**src/rtl/mem_access_if.sv**
```systemverilog
// Execute/memory/writeback bundle for mem_access.
// The slave side is the mem_access stage; the master side is its environment.
interface mem_access_if;
    logic        ex_valid;
    logic [31:0] ALU_C;
    logic        ALU_f;
    logic [31:0] rD2;
    logic [3:0]  mem_op;
    logic        mem_stall;
    logic        dram_req;
    logic        dram_we;
    logic [31:0] dram_addr;
    logic [31:0] dram_wdata;
    logic [3:0]  dram_wstrb;
    logic        dram_ack;
    logic [31:0] dram_rdata;
    logic        wb_valid;
    logic [31:0] wb_data;
    logic        wb_f;
    logic        misalign;

    modport slave (
        input  ex_valid, ALU_C, ALU_f, rD2, mem_op, dram_ack, dram_rdata,
        output mem_stall, dram_req, dram_we, dram_addr, dram_wdata, dram_wstrb,
               wb_valid, wb_data, wb_f, misalign
    );

    modport master (
        output ex_valid, ALU_C, ALU_f, rD2, mem_op, dram_ack, dram_rdata,
        input  mem_stall, dram_req, dram_we, dram_addr, dram_wdata, dram_wstrb,
               wb_valid, wb_data, wb_f, misalign
    );
endinterface

```
**src/rtl/mem_access.sv**
```systemverilog
// Memory-access pipeline stage: passes ALU results through or runs one DRAM load/store.
// Optional MISALIGN_TRAP_EN: trap misaligned halfword/word accesses instead of aligning them.
module mem_access (
    input  logic         clk,
    input  logic         rst,
    mem_access_if.slave  bus
);
    // state | meaning
    // IDLE  | sample execute inputs; pass-through results complete here
    // BUSY  | DRAM request held until ack
    // DONE  | one-cycle writeback of the memory op
    typedef enum logic [1:0] {IDLE, BUSY, DONE} state_t;

    state_t      state_q;
    logic        dram_req_q, dram_we_q, wb_valid_q, wb_f_q;
    logic [31:0] dram_addr_q, dram_wdata_q, wb_data_q;
    logic [3:0]  dram_wstrb_q;
    logic        ld_q, ld_byte_q, ld_half_q, ld_signed_q;
    logic [1:0]  ld_off_q;

    logic        is_load, is_store, is_byte, is_half, is_word, is_signed, trap;
    logic [1:0]  off_d;
    logic [3:0]  wstrb_d;
    logic [31:0] wdata_d, shifted_d, ld_data_d;

    always_comb begin
        is_load   = 1'b0;
        is_store  = 1'b0;
        is_byte   = 1'b0;
        is_half   = 1'b0;
        is_word   = 1'b0;
        is_signed = 1'b0;
        case (bus.mem_op)
            4'd1:    begin is_load  = 1'b1; is_byte = 1'b1; is_signed = 1'b1; end
            4'd2:    begin is_load  = 1'b1; is_half = 1'b1; is_signed = 1'b1; end
            4'd3:    begin is_load  = 1'b1; is_word = 1'b1; end
            4'd4:    begin is_load  = 1'b1; is_byte = 1'b1; end
            4'd5:    begin is_load  = 1'b1; is_half = 1'b1; end
            4'd8:    begin is_store = 1'b1; is_byte = 1'b1; end
            4'd9:    begin is_store = 1'b1; is_half = 1'b1; end
            4'd10:   begin is_store = 1'b1; is_word = 1'b1; end
            default: ;
        endcase
    end

`ifdef MISALIGN_TRAP_EN
    logic misalign_q;
    assign trap = (is_half & bus.ALU_C[0]) | (is_word & (bus.ALU_C[1:0] != 2'b00));
    assign bus.misalign = misalign_q;
`else
    assign trap = 1'b0;
    assign bus.misalign = 1'b0;
`endif

    // Without the trap, misaligned low bits are simply dropped.
    assign off_d   = is_word ? 2'b00 : (is_half ? {bus.ALU_C[1], 1'b0} : bus.ALU_C[1:0]);
    assign wstrb_d = is_word ? 4'hF : (is_half ? (4'b0011 << off_d) : (4'b0001 << off_d));
    assign wdata_d = is_word ? bus.rD2 : (is_half ? {2{bus.rD2[15:0]}} : {4{bus.rD2[7:0]}});

    assign shifted_d = bus.dram_rdata >> {ld_off_q, 3'b000};
    assign ld_data_d = ld_byte_q ? {{24{ld_signed_q & shifted_d[7]}}, shifted_d[7:0]} :
                       ld_half_q ? {{16{ld_signed_q & shifted_d[15]}}, shifted_d[15:0]} :
                                   shifted_d;

    assign bus.mem_stall  = !rst && ((state_q == BUSY) ||
                            ((state_q == IDLE) && bus.ex_valid && (is_load || is_store)));
    assign bus.dram_req   = dram_req_q;
    assign bus.dram_we    = dram_we_q;
    assign bus.dram_addr  = dram_addr_q;
    assign bus.dram_wdata = dram_wdata_q;
    assign bus.dram_wstrb = dram_wstrb_q;
    assign bus.wb_valid   = wb_valid_q;
    assign bus.wb_data    = wb_data_q;
    assign bus.wb_f       = wb_f_q;

    always_ff @(posedge clk or posedge rst) begin
        if (rst) begin
            state_q      <= IDLE;
            dram_req_q   <= 1'b0;
            dram_we_q    <= 1'b0;
            dram_addr_q  <= 32'h0;
            dram_wdata_q <= 32'h0;
            dram_wstrb_q <= 4'h0;
            wb_valid_q   <= 1'b0;
            wb_data_q    <= 32'h0;
            wb_f_q       <= 1'b0;
            ld_q         <= 1'b0;
            ld_byte_q    <= 1'b0;
            ld_half_q    <= 1'b0;
            ld_signed_q  <= 1'b0;
            ld_off_q     <= 2'b00;
`ifdef MISALIGN_TRAP_EN
            misalign_q   <= 1'b0;
`endif
        end else begin
            wb_valid_q <= 1'b0;
`ifdef MISALIGN_TRAP_EN
            misalign_q <= 1'b0;
`endif
            case (state_q)
                IDLE: if (bus.ex_valid) begin
                    wb_data_q <= bus.ALU_C;
                    wb_f_q    <= bus.ALU_f;
                    if (!(is_load || is_store)) begin
                        wb_valid_q <= 1'b1;
                    end else if (trap) begin
                        state_q    <= DONE;
                        wb_valid_q <= 1'b1;
`ifdef MISALIGN_TRAP_EN
                        misalign_q <= 1'b1;
`endif
                    end else begin
                        state_q      <= BUSY;
                        dram_req_q   <= 1'b1;
                        dram_we_q    <= is_store;
                        dram_addr_q  <= {bus.ALU_C[31:2], 2'b00};
                        dram_wdata_q <= is_store ? wdata_d : 32'h0;
                        dram_wstrb_q <= is_store ? wstrb_d : 4'h0;
                        ld_q         <= is_load;
                        ld_byte_q    <= is_byte;
                        ld_half_q    <= is_half;
                        ld_signed_q  <= is_signed;
                        ld_off_q     <= off_d;
                    end
                end
                BUSY: if (bus.dram_ack) begin
                    state_q    <= DONE;
                    dram_req_q <= 1'b0;
                    wb_valid_q <= 1'b1;
                    if (ld_q) wb_data_q <= ld_data_d;
                end
                DONE:    state_q <= IDLE;
                default: state_q <= IDLE;
            endcase
        end
    end
endmodule
```
**src/flat_wrapper.sv**
```systemverilog
// flat-port wrapper written by rule: the top's interface ports become plain ports
module mem_access_flat 
  (clk, rst, bus_ex_valid, bus_ALU_C, bus_ALU_f, bus_rD2, bus_mem_op, bus_dram_ack, bus_dram_rdata, bus_mem_stall, bus_dram_req, bus_dram_we, bus_dram_addr, bus_dram_wdata, bus_dram_wstrb, bus_wb_valid, bus_wb_data, bus_wb_f, bus_misalign);
  mem_access_if bus_i ();
  input  logic clk;
  input  logic rst;
  input wire logic [$bits(bus_i.ex_valid)-1:0] bus_ex_valid;
  input wire logic [$bits(bus_i.ALU_C)-1:0] bus_ALU_C;
  input wire logic [$bits(bus_i.ALU_f)-1:0] bus_ALU_f;
  input wire logic [$bits(bus_i.rD2)-1:0] bus_rD2;
  input wire logic [$bits(bus_i.mem_op)-1:0] bus_mem_op;
  input wire logic [$bits(bus_i.dram_ack)-1:0] bus_dram_ack;
  input wire logic [$bits(bus_i.dram_rdata)-1:0] bus_dram_rdata;
  output wire logic [$bits(bus_i.mem_stall)-1:0] bus_mem_stall;
  output wire logic [$bits(bus_i.dram_req)-1:0] bus_dram_req;
  output wire logic [$bits(bus_i.dram_we)-1:0] bus_dram_we;
  output wire logic [$bits(bus_i.dram_addr)-1:0] bus_dram_addr;
  output wire logic [$bits(bus_i.dram_wdata)-1:0] bus_dram_wdata;
  output wire logic [$bits(bus_i.dram_wstrb)-1:0] bus_dram_wstrb;
  output wire logic [$bits(bus_i.wb_valid)-1:0] bus_wb_valid;
  output wire logic [$bits(bus_i.wb_data)-1:0] bus_wb_data;
  output wire logic [$bits(bus_i.wb_f)-1:0] bus_wb_f;
  output wire logic [$bits(bus_i.misalign)-1:0] bus_misalign;
  assign bus_i.ex_valid = bus_ex_valid;
  assign bus_i.ALU_C = bus_ALU_C;
  assign bus_i.ALU_f = bus_ALU_f;
  assign bus_i.rD2 = bus_rD2;
  assign bus_i.mem_op = bus_mem_op;
  assign bus_i.dram_ack = bus_dram_ack;
  assign bus_i.dram_rdata = bus_dram_rdata;
  assign bus_mem_stall = bus_i.mem_stall;
  assign bus_dram_req = bus_i.dram_req;
  assign bus_dram_we = bus_i.dram_we;
  assign bus_dram_addr = bus_i.dram_addr;
  assign bus_dram_wdata = bus_i.dram_wdata;
  assign bus_dram_wstrb = bus_i.dram_wstrb;
  assign bus_wb_valid = bus_i.wb_valid;
  assign bus_wb_data = bus_i.wb_data;
  assign bus_wb_f = bus_i.wb_f;
  assign bus_misalign = bus_i.misalign;
  mem_access u_core (.clk(clk), .rst(rst), .bus(bus_i));
endmodule
```
**config.mk**
```make
export PLATFORM = sky130hd
export DESIGN_NAME = mem_access_flat
export DESIGN_NICKNAME = d
export VERILOG_FILES = /design/src/rtl/mem_access_if.sv /design/src/rtl/mem_access.sv /design/src/flat_wrapper.sv
export SDC_FILE = /design/constraint.sdc
export NUM_CORES = 1
export LEC_CHECK = 0
export CAP_MARGIN = 15
export CORE_MARGIN = 4
export CORE_UTILIZATION = 50
export CTS_CLUSTER_DIAMETER = 30
export CTS_CLUSTER_SIZE = 20
export DETAILED_ROUTE_END_ITERATION = 16
export DONT_BUFFER_PORTS = 1
export GPL_TIMING_DRIVEN = 0
export PLACE_DENSITY = 0.75
export SYNTH_ARGS = -nofsm -noshare
export SYNTH_HDL_FRONTEND = slang
export SYNTH_SLANG_ARGS = --single-unit
```
**constraint.sdc**
```tcl
create_clock -name clk -period 7.6 [get_ports clk]
set_clock_uncertainty 0.05 [all_clocks]
set_input_delay 1.52 -clock clk [delete_from_list [all_inputs] [get_ports clk]]
set_output_delay 1.52 -clock clk [all_outputs]
set_load 0.1 [all_outputs]
```
* Yosys cells after proc, flatten, opt, wreduce, memory -nomap -nowiden
Index checks and enable logic that the tools add are counted.
Widths: inputs -> output; s select.
** Word-level totals
- Bits of input ports :: 105
- Bits in registers :: 110
** Cells by class
- Reductions and logical operators :: 19
- Muxes and demuxes :: 32
- Bitwise operators :: 2
- Eq/ne operators :: 13
- Shift operators :: 3
** Operators with widths (number)
- $mux 32 :: 8
- $pmux 32 s2 :: 1
- $shr 32x5->32 :: 1
- $mux 1 :: 13
- $eq 4x4->1 const B :: 3
- $mux 4 :: 3
- $reduce_or 3->1 :: 3
- $eq 4x2->1 const B :: 2
- $eq 4x3->1 const B :: 2
- $mux 2 :: 4
- $reduce_and 4->1 :: 2
- $ne 2x2->1 const B :: 3
- $reduce_and 3->1 :: 2
- $reduce_or 5->1 :: 1
- $eq 4x1->1 const B :: 1
- $pmux 1 s2 :: 2
- $pmux 2 s2 :: 1
- $reduce_or 2->1 :: 2
- $shl 1x2->4 const A :: 1
- $shl 2x2->4 const A :: 1
- $logic_and 1x1->1 :: 3
- $and 1x1->1 :: 2
- $eq 2x1->1 const B :: 1
- $logic_not 2->1 :: 1
- other kinds (5) :: 6

* Depth between registers and ports, before layout
Gate-level depths: netlist of the first run.
- Word-level depth :: 9
- Mapped depth :: 9
- Depth with buffers taken out :: 4

* Least setup slack after synthesis of the first run
OpenSTA, ideal clock, no wires.
- Path type :: input -> output
- Start point :: input port bus_mem_op[1]
- End point :: output port bus_mem_stall
- Stages on the path :: 9
- Required time :: 6030 ps
- Setup slack :: 1772 ps
- Arrival time :: 4258 ps
- Path through :: buf_6 and3_1 buf_2 or2_1 a211o_1 buf_6 buf_6 buf_6 a21oi_1
** On the way
- Word-level cells in the longest chain between the ends :: 7
** RTL lines
- from (decl) :: line flat_wrapper.sv:11 : input wire logic [$bits(bus_i.mem_op)-1:0] bus_mem_op;
- $eq 4x3->1 (tied with other cells) :: line mem_access.sv:33 : case (bus.mem_op)
- $reduce_or 5->1 (no source line) or $reduce_or 3->1 (tied branches)
- $mux 1 :: line mem_access.sv:33
- $logic_or 1x1->1 * :: line mem_access.sv:66 : ((state_q == IDLE) && bus.ex_valid && (is_load || is_store)));
- $logic_and 1x1->1 * :: line mem_access.sv:66
- $logic_or 1x1->1 * :: line mem_access.sv:65 : assign bus.mem_stall = !rst && ((state_q == BUSY) ||
- $logic_and 1x1->1 * :: line mem_access.sv:65
- to (decl) :: line flat_wrapper.sv:14 : output wire logic [$bits(bus_i.mem_stall)-1:0] bus_mem_stall;
Every way passes the cells marked *; elsewhere a longest branch is shown, timed or not.

* Worst setup path in the final report of the first run
Same ends and word-level chain as after synthesis.

==> summary.md, run 1 <==
| Metric | Value |
|---|---|
| Outcome | `completed` |
| Placed Cells | `692` |
| Post-CTS Hold Buffers | `0` |
| Final instance area | `between 6000 and 7000 µm²` |
| Initial core utilization | `52.17%` |
| Die Y | `roughly 120 µm` |
| Crit end category | `primary output` |
| PostCTS Resize Cnt | `0` |
| 1st-pass router iterations | `6` |
| Arrival time worst endpoint | `between 3000 and 4000 ps` |
| Post-Syn Instances | `around 550` |
| Slew headroom | `about a fifth` |
| CTS tree | `built` |
| YS warnings | `0` |
| Critical Path End | `bus_mem_stall` |
| WL/cell | `23.39 µm` |
| DR vias | `around 4600` |
| Row count | `38` |
| First-pass GRT wire length | `~25000 µm` |
| Vias in the first global route | `between 4000 and 5000` |
| Crit path from | `bus_mem_op[1]` |
| Maximum fanout along the worst path | `10` |
| Clock Path Buffers | `2` |
| Least-Margin Pin Slew | `around 1200 ps` |
| WS Path Type | `in2out` |
| Cell area power density | `508.4 nW/µm²` |
| I/O pins | `about 210` |
| Die width | `around 120 µm` |
| Post-synth ARST share | `100.0%` |
| Highest Clock Rate | `about 190 MHz` |
| Clk root buf | `clkbuf_16` |
| Slack of the worst reg-to-reg path | `about 5300 ps` |
| RSZ-0062 raised after global routing | `no` |
| Ys flop type | `dfrtp_1` |
| R2r endpoint | `u_core.bus.wb_data[27]` |
| Port bufs | `0` |
| Vias per cell | `6.470` |
| Hpwl dp | `12710 µm` |
| Yosys reg bits | `110` |
| CTS Buf Count | `9` |
| Syn_area_per_cell | `~11 µm²` |
| DRC | `0` |
| Post-CTS Repair Setup Buffers | `0` |
| Crit path largest cell delay | `880 ps` |
| Initial DRC count | `380` |
| Setup_tns | `0 ps` |
| VDD IR max | `0.3356 mV` |
| Pins Over Slew Limit | `0` |
| Post-synthesis cell area | `between 5000 and 6000 µm²` |
| GP Congestion | `0.8948` |
| Worst min path class | `reg2reg` |
| Core ar. | `between 10000 and 15000 µm²` |
| Gr ovfl total | `0` |
| Initial antenna violation count | `0` |
| Crit-path cells | `buf_6 > o21a_1 > or2_1 > a211o_1 > buf_6 > buf_6 > buf_6 > a21oi_2` |
| Largest net degree at the start of global routing | `66` |
| Syn-to-layout area delta | `9.136%` |
| H-tree depth | `3` |
| Skew-Pair Late Insertion Delay | `approximately 350 ps` |
| Fin crit share | `between 70% and 80%` |
| Crit path top cell by count | `buf_6` |
| Setup WS post-layout | `2237 ps` |
| Final setup viols | `0` |
| R2R Path Start | `u_core.ld_off_q[0]` |
| Post-route minimum period | `approximately 5400 ps` |
| Antenna-violating nets left | `0` |
| Global Route Usage Sum | `roughly 25%` |
| LEAKAGE | `between 2 and 3 nW` |
| Layout cells sized above 1 | `between 10% and 20%` |
| Number of distinct library cells after synthesis | `51` |
| Crit path required time | `roughly 6000 ps` |
| Ant diodes | `0` |
| Fin cells | `around 700` |
| Post-synthesis sequential area ratio | `47.63%` |
| Final Net Count | `about 670` |
| Max_cap viols | `0` |
| Reg2Reg Depth | `5` |
| Routed WL | `16590 µm` |
| Clk sink count | `110` |
| Slowest CP cell | `a21oi_2` |
| EDFF count, synth | `0` |
| Post-DP Area | `around 6000 µm²` |
| Pre-CTS WS | `~2200 ps` |
| CTS clk-pin slew, worst paths | `70 ps` |
| CP Launch Type | `input pin` |
| Die ar. | `13340 µm²` |
| Final hold vios | `0` |
[sequential cells by signal, summed over array words and instances (netlist names)]
register,flops
u_core.bus.dram_req,1
u_core.bus.wb_valid,1
u_core.bus.dram_wdata,32
u_core.bus.wb_f,1
u_core.ld_q,1
u_core.bus.dram_we,1
u_core.bus.wb_data,32
u_core.ld_half_q,1
u_core.state_q,2
u_core.ld_signed_q,1
u_core.bus.dram_wstrb,4
u_core.ld_byte_q,1
u_core.ld_off_q,2
u_core.bus.dram_addr,30
[through the flow]
stage          hold slack, ps  power, mW  util [%]
2_1_floorplan           485.6      2.582         -
3_3_place_gp            559.5      2.703     53.82
3_5_place_dp            573.4      2.734     54.12
4_1_cts                 588.6      3.212     56.89
5_1_grt                 611.8      3.324     56.93
6_report                589.5      3.207     56.93
[critical path: cells and delay by family]
kind | cells | cell delay [ps]
compound gates | 3 | 1420
buf+inv | 4 | 570
simple gates | 1 | 280
[report_power, final]
group / switching (mW) / internal (mW) / total [mW]
Sequential: 1.45 / 0.739 / 2.19
Combinational: 0.287 / 0.244 / 0.531
Clock: 0.225 / 0.260 / 0.486
Total: 1.96 / 1.24 / 3.21
[logic make-up (layout without fill, tap and decap cells)]
group	after synthesis	count (layout)	share of synthesized area [%]
compound gates	169	169	21.48
xor+xnor	3	3	0.4547
buf+inv	54	72	4.958
flops	110	110	47.63
mux	66	66	12.43
other cells	1	3	0.06489
simple gates	146	146	12.99
[worst min-delay path by stage]
stage / cells after the start / from / endpoint / slack [ps]
2_1_floorplan: 2 / u_core.ld_q / u_core.ld_q / 490
5_1_grt: 2 / u_core.ld_q / u_core.ld_q / 610
3_5_place_dp: 2 / u_core.ld_q / u_core.ld_q / 570
6_report: 2 / u_core.ld_q / u_core.ld_q / 590
4_1_cts: 2 / u_core.ld_q / u_core.ld_q / 590
3_3_place_gp: 2 / u_core.ld_q / u_core.ld_q / 560
[cells in the mapped netlist (all sizes together), types with 3 or more instances]
master   instances  share of area [%]
nor3            24                2.1
o211ai          17                2.2
clkbuf          22                1.4
nor2            33                2.1
buf             26                3.1
nand2           38                2.5
o21ai           16                1.4
a211oi          26                3.5
o21bai           8                1.0
o31ai            8                1.0
nor4bb           7                1.2
dfrtp          110                 48
o2bb2ai         22                3.3
a221o           14                2.4
mux2            46                9.0
a22o            15                2.3
nor2b           11                1.2
nand2b          14                1.5
mux2i           20                3.5
inv              6               0.39
a21oi           32                2.8
xnor2            3               0.45
[layer usage]
| layer | track usage (%) | part of all wire [%] | vias to the layer above |
|---|---|---|---|
| met1 | 30.61 | 39 | 2234 |
| met2 | 39.74 | 47 | 230 |
| met5 | 0 | 0 | - |
| met3 | 8.668 | 11 | 34 |
| li1 | - | - | 2089 |
| met4 | 9.077 | 2.6 | 0 |
[final cells by class]
type / instances / area [µm²]
repair buffers: 2 / 32.53
multi-input cells: 387 / 2751
well taps: 140 / 175.2
inverters: 6 / 25.02
clock inverters: 7 / 81.33
clock buffers: 9 / 225.2
plain buffers: 48 / 264.0
fillers: 967 / 4771
flip-flops and latches: 110 / 2753
[cell usage in the layout, fill, tap and decap left out, types with 20 or more instances in the layout]
| master | netlist | routed |
|---|---|---|
| mux2i_1 | 20 | 20 |
| mux2_2 | 46 | 46 |
| nor2_1 | 33 | 33 |
| dfrtp_1 | 110 | 110 |
| nand2_1 | 38 | 38 |
| a21oi_1 | 32 | 31 |
| o2bb2ai_1 | 22 | 22 |
| nor3_1 | 24 | 24 |
| clkbuf_1 | 22 | 22 |
| a211oi_1 | 25 | 25 |
Power figures use the tool's default switching activity.
==> run 2: changes to the inputs <==
- PLACE_DENSITY: 0.75 -> 0.78
- clock period: 7.6 -> 4.6 ns (I/O delays scaled with it)
==> summary.md, run 2 (same netlist as run 1, synthesis figures left out) <==
| Metric | Value |
|---|---|
| Outcome | `completed (unchanged)` |
| R2r endpoint | `u_core.bus.wb_data[20] (was u_core.bus.wb_data[27])` |
| First-pass GRT wire length | `26580 µm (was 25370 µm)` |
| VDD IR max | `0.5492 mV (was 0.3356 mV)` |
| Initial antenna violation count | `0 (unchanged)` |
| Initial core utilization | `52.17% (unchanged)` |
| Final Net Count | `668 (was 669)` |
| Sw Pwr | `3.234 mW (was 1.963 mW)` |
| Int Power | `2.057 mW (was 1.243 mW)` |
| Post-CTS Hold Buffers | `0 (unchanged)` |
| Ant diodes | `0 (unchanged)` |
| WL/cell | `24.20 µm (was 23.39 µm)` |
| Most common cell after layout, fill and taps aside | `dfrtp_1 (unchanged)` |
| Final hold vios | `0 (unchanged)` |
| Crit end category | `primary output (unchanged)` |
| Antenna-violating nets left | `0 (unchanged)` |
| Final instance area | `6295 µm² (was 6307 µm²)` |
| Skew-Pair Late Insertion Delay | `340 ps (was 350 ps)` |
| Slew headroom | `18.86% (was 20.68%)` |
| Cell area power density | `840.6 nW/µm² (was 508.4 nW/µm²)` |
| Global Route Usage Sum | `25.68% (was 24.61%)` |
| Max_cap viols | `0 (unchanged)` |
| Die ar. | `13340 µm² (unchanged)` |
| Port bufs | `0 (unchanged)` |
| CTS clk-pin slew, worst paths | `80 ps (was 70 ps)` |
| Syn-to-layout area delta | `8.920% (was 9.136%)` |
| PostCTS Resize Cnt | `0 (unchanged)` |
| Row count | `38 (unchanged)` |
| Fin cells | `707 (was 709)` |
| RSZ-0062 raised after global routing | `no (unchanged)` |
| Clock Path Buffers | `2 (unchanged)` |
| Least-Margin Pin Slew | `1218 ps (was 1190 ps)` |
| R2R Path Start | `u_core.state_q[1] (was u_core.ld_off_q[0])` |
| Arrival time worst endpoint | `3210 ps (was 3790 ps)` |
| Clk sink count | `110 (unchanged)` |
| Post-route minimum period | `4180 ps` |
| CTS Buf Count | `9 (unchanged)` |
| Power share of the combinational group | `16.7% (was 16.6%)` |
| Most frequent cells in the layout | `dfrtp_1 (110), mux2_2 (46), nand2_1 (38) (unchanged)` |
| Largest net degree at the start of global routing | `68 (was 66)` |
| Final core utilization | `56.82% (was 56.93%)` |
| Placed Cells | `692 (unchanged)` |
| Layout cells sized above 1 | `15.17% (was 15.47%)` |
| Fill cell count | `967 (unchanged)` |
| Hpwl dp | `13150 µm (was 12710 µm)` |
| H-tree depth | `3 (unchanged)` |
| Reg2Reg Depth | `5 (unchanged)` |
| Seq pwr share | `68.4% (was 68.3%)` |
| 1st-pass router iterations | `5 (was 6)` |
| Seq. cell area | `2753 µm² (unchanged)` |
| DR vias | `4660 (was 4587)` |
| DRC | `0 (unchanged)` |
| Pins Over Slew Limit | `0 (unchanged)` |
| Fin crit share | `90.86%` |
| CP Launch Type | `input pin (unchanged)` |
| Total power draw | `5.291 mW (was 3.207 mW)` |
| WS Path Type | `in2out (unchanged)` |
| Worst min path class | `in2async (was reg2reg)` |
| LEAKAGE | `2.563 nW (was 2.565 nW)` |
| Switching part of the total | `61.12% (was 61.23%)` |
| Clk pwr share | `14.9% (was 15.1%)` |
| CTS tree | `built (unchanged)` |
| Initial DRC count | `448 (was 380)` |
| Die width | `115.5 µm (unchanged)` |
| GP Congestion | `0.8978 (was 0.8948)` |
| Post-CTS Repair Setup Buffers | `0 (unchanged)` |
| Crit path required time | `3630 ps (was 6030 ps)` |
| Routed WL | `17110 µm (was 16590 µm)` |
| Post-DP Area | `5996 µm² (unchanged)` |
| Clk root buf | `clkbuf_16 (unchanged)` |
| Vias in the first global route | `4843 (was 4681)` |
| Core ar. | `11080 µm² (unchanged)` |
| Gr ovfl total | `0 (unchanged)` |
| Multi-input logic area | `2751 µm² (unchanged)` |
| I/O pins | `211 (unchanged)` |
| Final setup viols | `0 (unchanged)` |
| Slack of the worst reg-to-reg path | `2270 ps (was 5340 ps)` |
| Highest Clock Rate | `~240 MHz` |
| Maximum fanout along the worst path | `10 (unchanged)` |
| Die Y | `115.5 µm (unchanged)` |
| Vias per cell | `6.591 (was 6.470)` |
-- run 2: final cells by class --
cell class                 count  area share, %
sequential                   110          43.73
multi-input combinational    387          43.71
buffer                        48          4.194
clock buffer                  10          3.796
tap                          140          2.783
clock inverter                 5         0.9541
timing repair buffer           1         0.4373
inverter                       6         0.3975
-- run 2: routing by layer --
| layer | share of wire, % | up-vias | GRT usage (%) |
|---|---|---|---|
| met4 | 2.5 | 0 | 8.529 |
| met2 | 48 | 275 | 42.90 |
| met1 | 38 | 2283 | 31.64 |
| met3 | 12 | 38 | 8.146 |
| met5 | 0 | - | 0 |
| li1 | - | 2064 | - |
-- run 2: worst max-delay path by stage --
stage | from | endpoint | slack (ps) | cells past startpoint
3_3_place_gp | rst | u_core.bus.dram_addr[27] | -250 | 1
4_1_cts | bus_mem_op[1] | bus_mem_stall | 410 | 8
5_1_grt | bus_mem_op[1] | bus_mem_stall | 360 | 8
6_report | bus_mem_op[1] | bus_mem_stall | 420 | 8
3_5_place_dp | bus_mem_op[1] | bus_mem_stall | 420 | 8
2_1_floorplan | bus_mem_op[1] | bus_mem_stall | 600 | 9
-- run 2: power by group through the flow --
stage,registers (mW),logic [mW],clock network (mW)
after global routing,3.66,0.984,0.849
final,3.62,0.884,0.788
after floorplan,3.55,0.714,0
after CTS,3.62,0.883,0.799
after detailed placement,3.65,0.880,0
after global placement,3.64,0.839,0
-- run 2: critical path: stages --
cell and delay, ps:
buf_6 110, o21a_1 290, or2_1 280, a211o_1 240, buf_6 160, buf_6 150, buf_6 150, a21oi_2 900
-- run 2: through the flow --
stage | hold slack, ps | setup TNS (ps) | setup WS, ps
6_report | 452.9 | 0 | 420.4
5_1_grt | 493.2 | 0 | 357.5
4_1_cts | 467.0 | 0 | 411.7
3_5_place_dp | 573.0 | 0 | 419.6
3_3_place_gp | 567.4 | -26620 | -250.2
2_1_floorplan | 485.6 | 0 | 603.2
==> run 3: changes to the inputs <==
- GPL_ROUTABILITY_DRIVEN: not set -> 0
==> summary.md, run 3 (same netlist as run 1, synthesis figures left out) <==
| Metric | Value |
|---|---|
| Final Net Count | `669 (was 668)` |
| Clk sink count | `110 (unchanged)` |
| CTS tree | `built (unchanged)` |
| Routed WL | `16920 µm (was 17110 µm)` |
| Die Y | `115.5 µm (unchanged)` |
| Arrival time worst endpoint | `3190 ps (was 3210 ps)` |
| Die ar. | `13340 µm² (unchanged)` |
| Largest net degree at the start of global routing | `64 (was 68)` |
| Maximum fanout along the worst path | `10 (unchanged)` |
| Crit path required time | `3630 ps (about the same)` |
| Cell area power density | `843.6 nW/µm² (was 840.6 nW/µm²)` |
| Total power draw | `5.331 mW (was 5.291 mW)` |
| Initial DRC count | `481 (was 448)` |
| Die width | `115.5 µm (unchanged)` |
| Clock Path Buffers | `2 (unchanged)` |
| Met1 WL | `6398 µm (was 6517 µm)` |
| Antenna-violating nets left | `0 (unchanged)` |
| Skew-Pair Late Insertion Delay | `350 ps (was 340 ps)` |
| Fin crit share | `90.46% (was 90.86%)` |
| Clk pwr share | `15.5% (was 14.9%)` |
| VDD IR max | `0.6090 mV (was 0.5492 mV)` |
| Most common cell after layout, fill and taps aside | `dfrtp_1 (unchanged)` |
| Vias in the first global route | `4718 (was 4843)` |
| Crit end category | `primary output (unchanged)` |
| R2r endpoint | `u_core.bus.wb_data[22] (was u_core.bus.wb_data[20])` |
| Final instance area | `6319 µm² (was 6295 µm²)` |
| Outcome | `completed (unchanged)` |
| Switching part of the total | `60.94% (was 61.12%)` |
| First-pass GRT wire length | `26000 µm (was 26580 µm)` |
| Final setup viols | `0 (unchanged)` |
| Seq pwr share | `67.9% (was 68.4%)` |
| Global Route Usage Sum | `25.21% (was 25.68%)` |
| H-tree depth | `3 (unchanged)` |
| Most frequent cells in the layout | `dfrtp_1 (110), mux2_2 (46), nand2_1 (38) (unchanged)` |
| Port bufs | `0 (unchanged)` |
| RSZ-0062 raised after global routing | `no (unchanged)` |
| Ant diodes | `0 (unchanged)` |
| Hpwl dp | `12930 µm (was 13150 µm)` |
| Placed Cells | `692 (unchanged)` |
| DR vias | `4597 (was 4660)` |
| Pins Over Slew Limit | `0 (unchanged)` |
| DRC | `0 (unchanged)` |
| CTS Buf Count | `9 (unchanged)` |
| Post-CTS Repair Setup Buffers | `0 (unchanged)` |
| Slack of the worst reg-to-reg path | `2240 ps (was 2270 ps)` |
| Vias per cell | `6.484 (was 6.591)` |
| Final hold vios | `0 (unchanged)` |
| Power share of the combinational group | `16.6% (was 16.7%)` |
| R2R Path Start | `u_core.state_q[1] (unchanged)` |
| Max_cap viols | `0 (unchanged)` |
| Slew headroom | `19.52% (was 18.86%)` |
| Int Power | `2.082 mW (was 2.057 mW)` |
| Syn-to-layout area delta | `9.331% (was 8.920%)` |
| WS Path Type | `in2out (unchanged)` |
| Layout cells sized above 1 | `15.47% (was 15.17%)` |
| Reg2Reg Depth | `5 (unchanged)` |
| CP Launch Type | `input pin (unchanged)` |
| Worst min path class | `in2async (unchanged)` |
| Least-Margin Pin Slew | `1208 ps (was 1218 ps)` |
| Highest Clock Rate | `240.3 MHz (was 239.3 MHz)` |
| CTS clk-pin slew, worst paths | `70 ps (was 80 ps)` |
| Gr ovfl total | `0 (unchanged)` |
| LEAKAGE | `2.581 nW (was 2.563 nW)` |
| Row count | `38 (unchanged)` |
| Sw Pwr | `3.248 mW (was 3.234 mW)` |
| PostCTS Resize Cnt | `0 (unchanged)` |
| Final hold slack | `470.9 ps (was 452.9 ps)` |
| 1st-pass router iterations | `5 (unchanged)` |
| Core ar. | `11080 µm² (unchanged)` |
| Fill cell count | `971 (was 967)` |
| Initial core utilization | `52.17% (unchanged)` |
| Met3 routed WL | `2022 µm (was 2020 µm)` |
| Clk root buf | `clkbuf_16 (unchanged)` |
| I/O pins | `211 (unchanged)` |
| WL/cell | `23.86 µm (was 24.20 µm)` |
| Max layer used | `met4 (unchanged)` |
| Met2 routed WL | `8148 µm (was 8134 µm)` |
| Initial antenna violation count | `0 (unchanged)` |
| Post-route minimum period | `4161 ps (was 4180 ps)` |
| Post-DP Area | `5996 µm² (unchanged)` |
| Fin cells | `709 (was 707)` |
| Post-CTS Hold Buffers | `0 (unchanged)` |
[run 3: changes by cell type in the layout (fill, tap and decap cells not counted), sizes merged]
cell | previous run | this run
buf | 27 | 28
clkbuf | 32 | 33
clkinv | 3 | 2
clkinvlp | 1 | 0
inv | 6 | 8
[run 3: cell type report]
type | instances | area, µm² | area share, %
Inverter | 6 | 25.02 | 0.3960
Clock buffer | 11 | 252.7 | 4.000
Tap cell | 140 | 175.2 | 2.772
Clock inverter | 5 | 65.06 | 1.030
Buffer | 48 | 264.0 | 4.178
Multi-Input combinational cell | 387 | 2751 | 43.54
Sequential cell | 110 | 2753 | 43.56
Timing Repair Buffer | 2 | 32.53 | 0.5149
[run 3: worst max-delay path by stage]
stage,start,to,slack (ps),cells after the start
finish,bus_mem_op[1],bus_mem_stall,440,8
global route,bus_mem_op[1],bus_mem_stall,400,8
floorplan,bus_mem_op[1],bus_mem_stall,600,9
global placement,rst,u_core.bus.dram_addr[27],-260,1
detailed placement,bus_mem_op[1],bus_mem_stall,440,8
CTS,bus_mem_op[1],bus_mem_stall,440,8
[run 3: metrics by stage]
step                      utilization [%]  setup WS, ps  TNS [ps]
after global placement              53.85        -258.1    -27570
after global routing                57.04         399.3         0
final                               57.04         439.0         0
after floorplan                         -         603.2         0
after CTS                           56.99         439.6         0
after detailed placement            54.12         440.6         0
[run 3: worst max-delay path: stages]
cell and delay, ps:
buf_6 110, o21a_1 290, or2_1 280, a211o_1 240, buf_6 160, buf_6 150, buf_6 150, a21oi_2 890
[run 3: routing by layer]
metal,vias up,GRT usage [%]
met4,0,7.825
li1,2072,-
met3,28,9.138
met1,2223,30.73
met2,274,41.94
met5,-,0
[run 3: power groups by stage]
stage | clock network [mW] | registers, mW | logic [mW]
floorplan | 0 | 3.55 | 0.714
global placement | 0 | 3.63 | 0.833
detailed placement | 0 | 3.65 | 0.872
CTS | 0.835 | 3.63 | 0.876
global route | 0.878 | 3.66 | 0.982
finish | 0.826 | 3.62 | 0.883
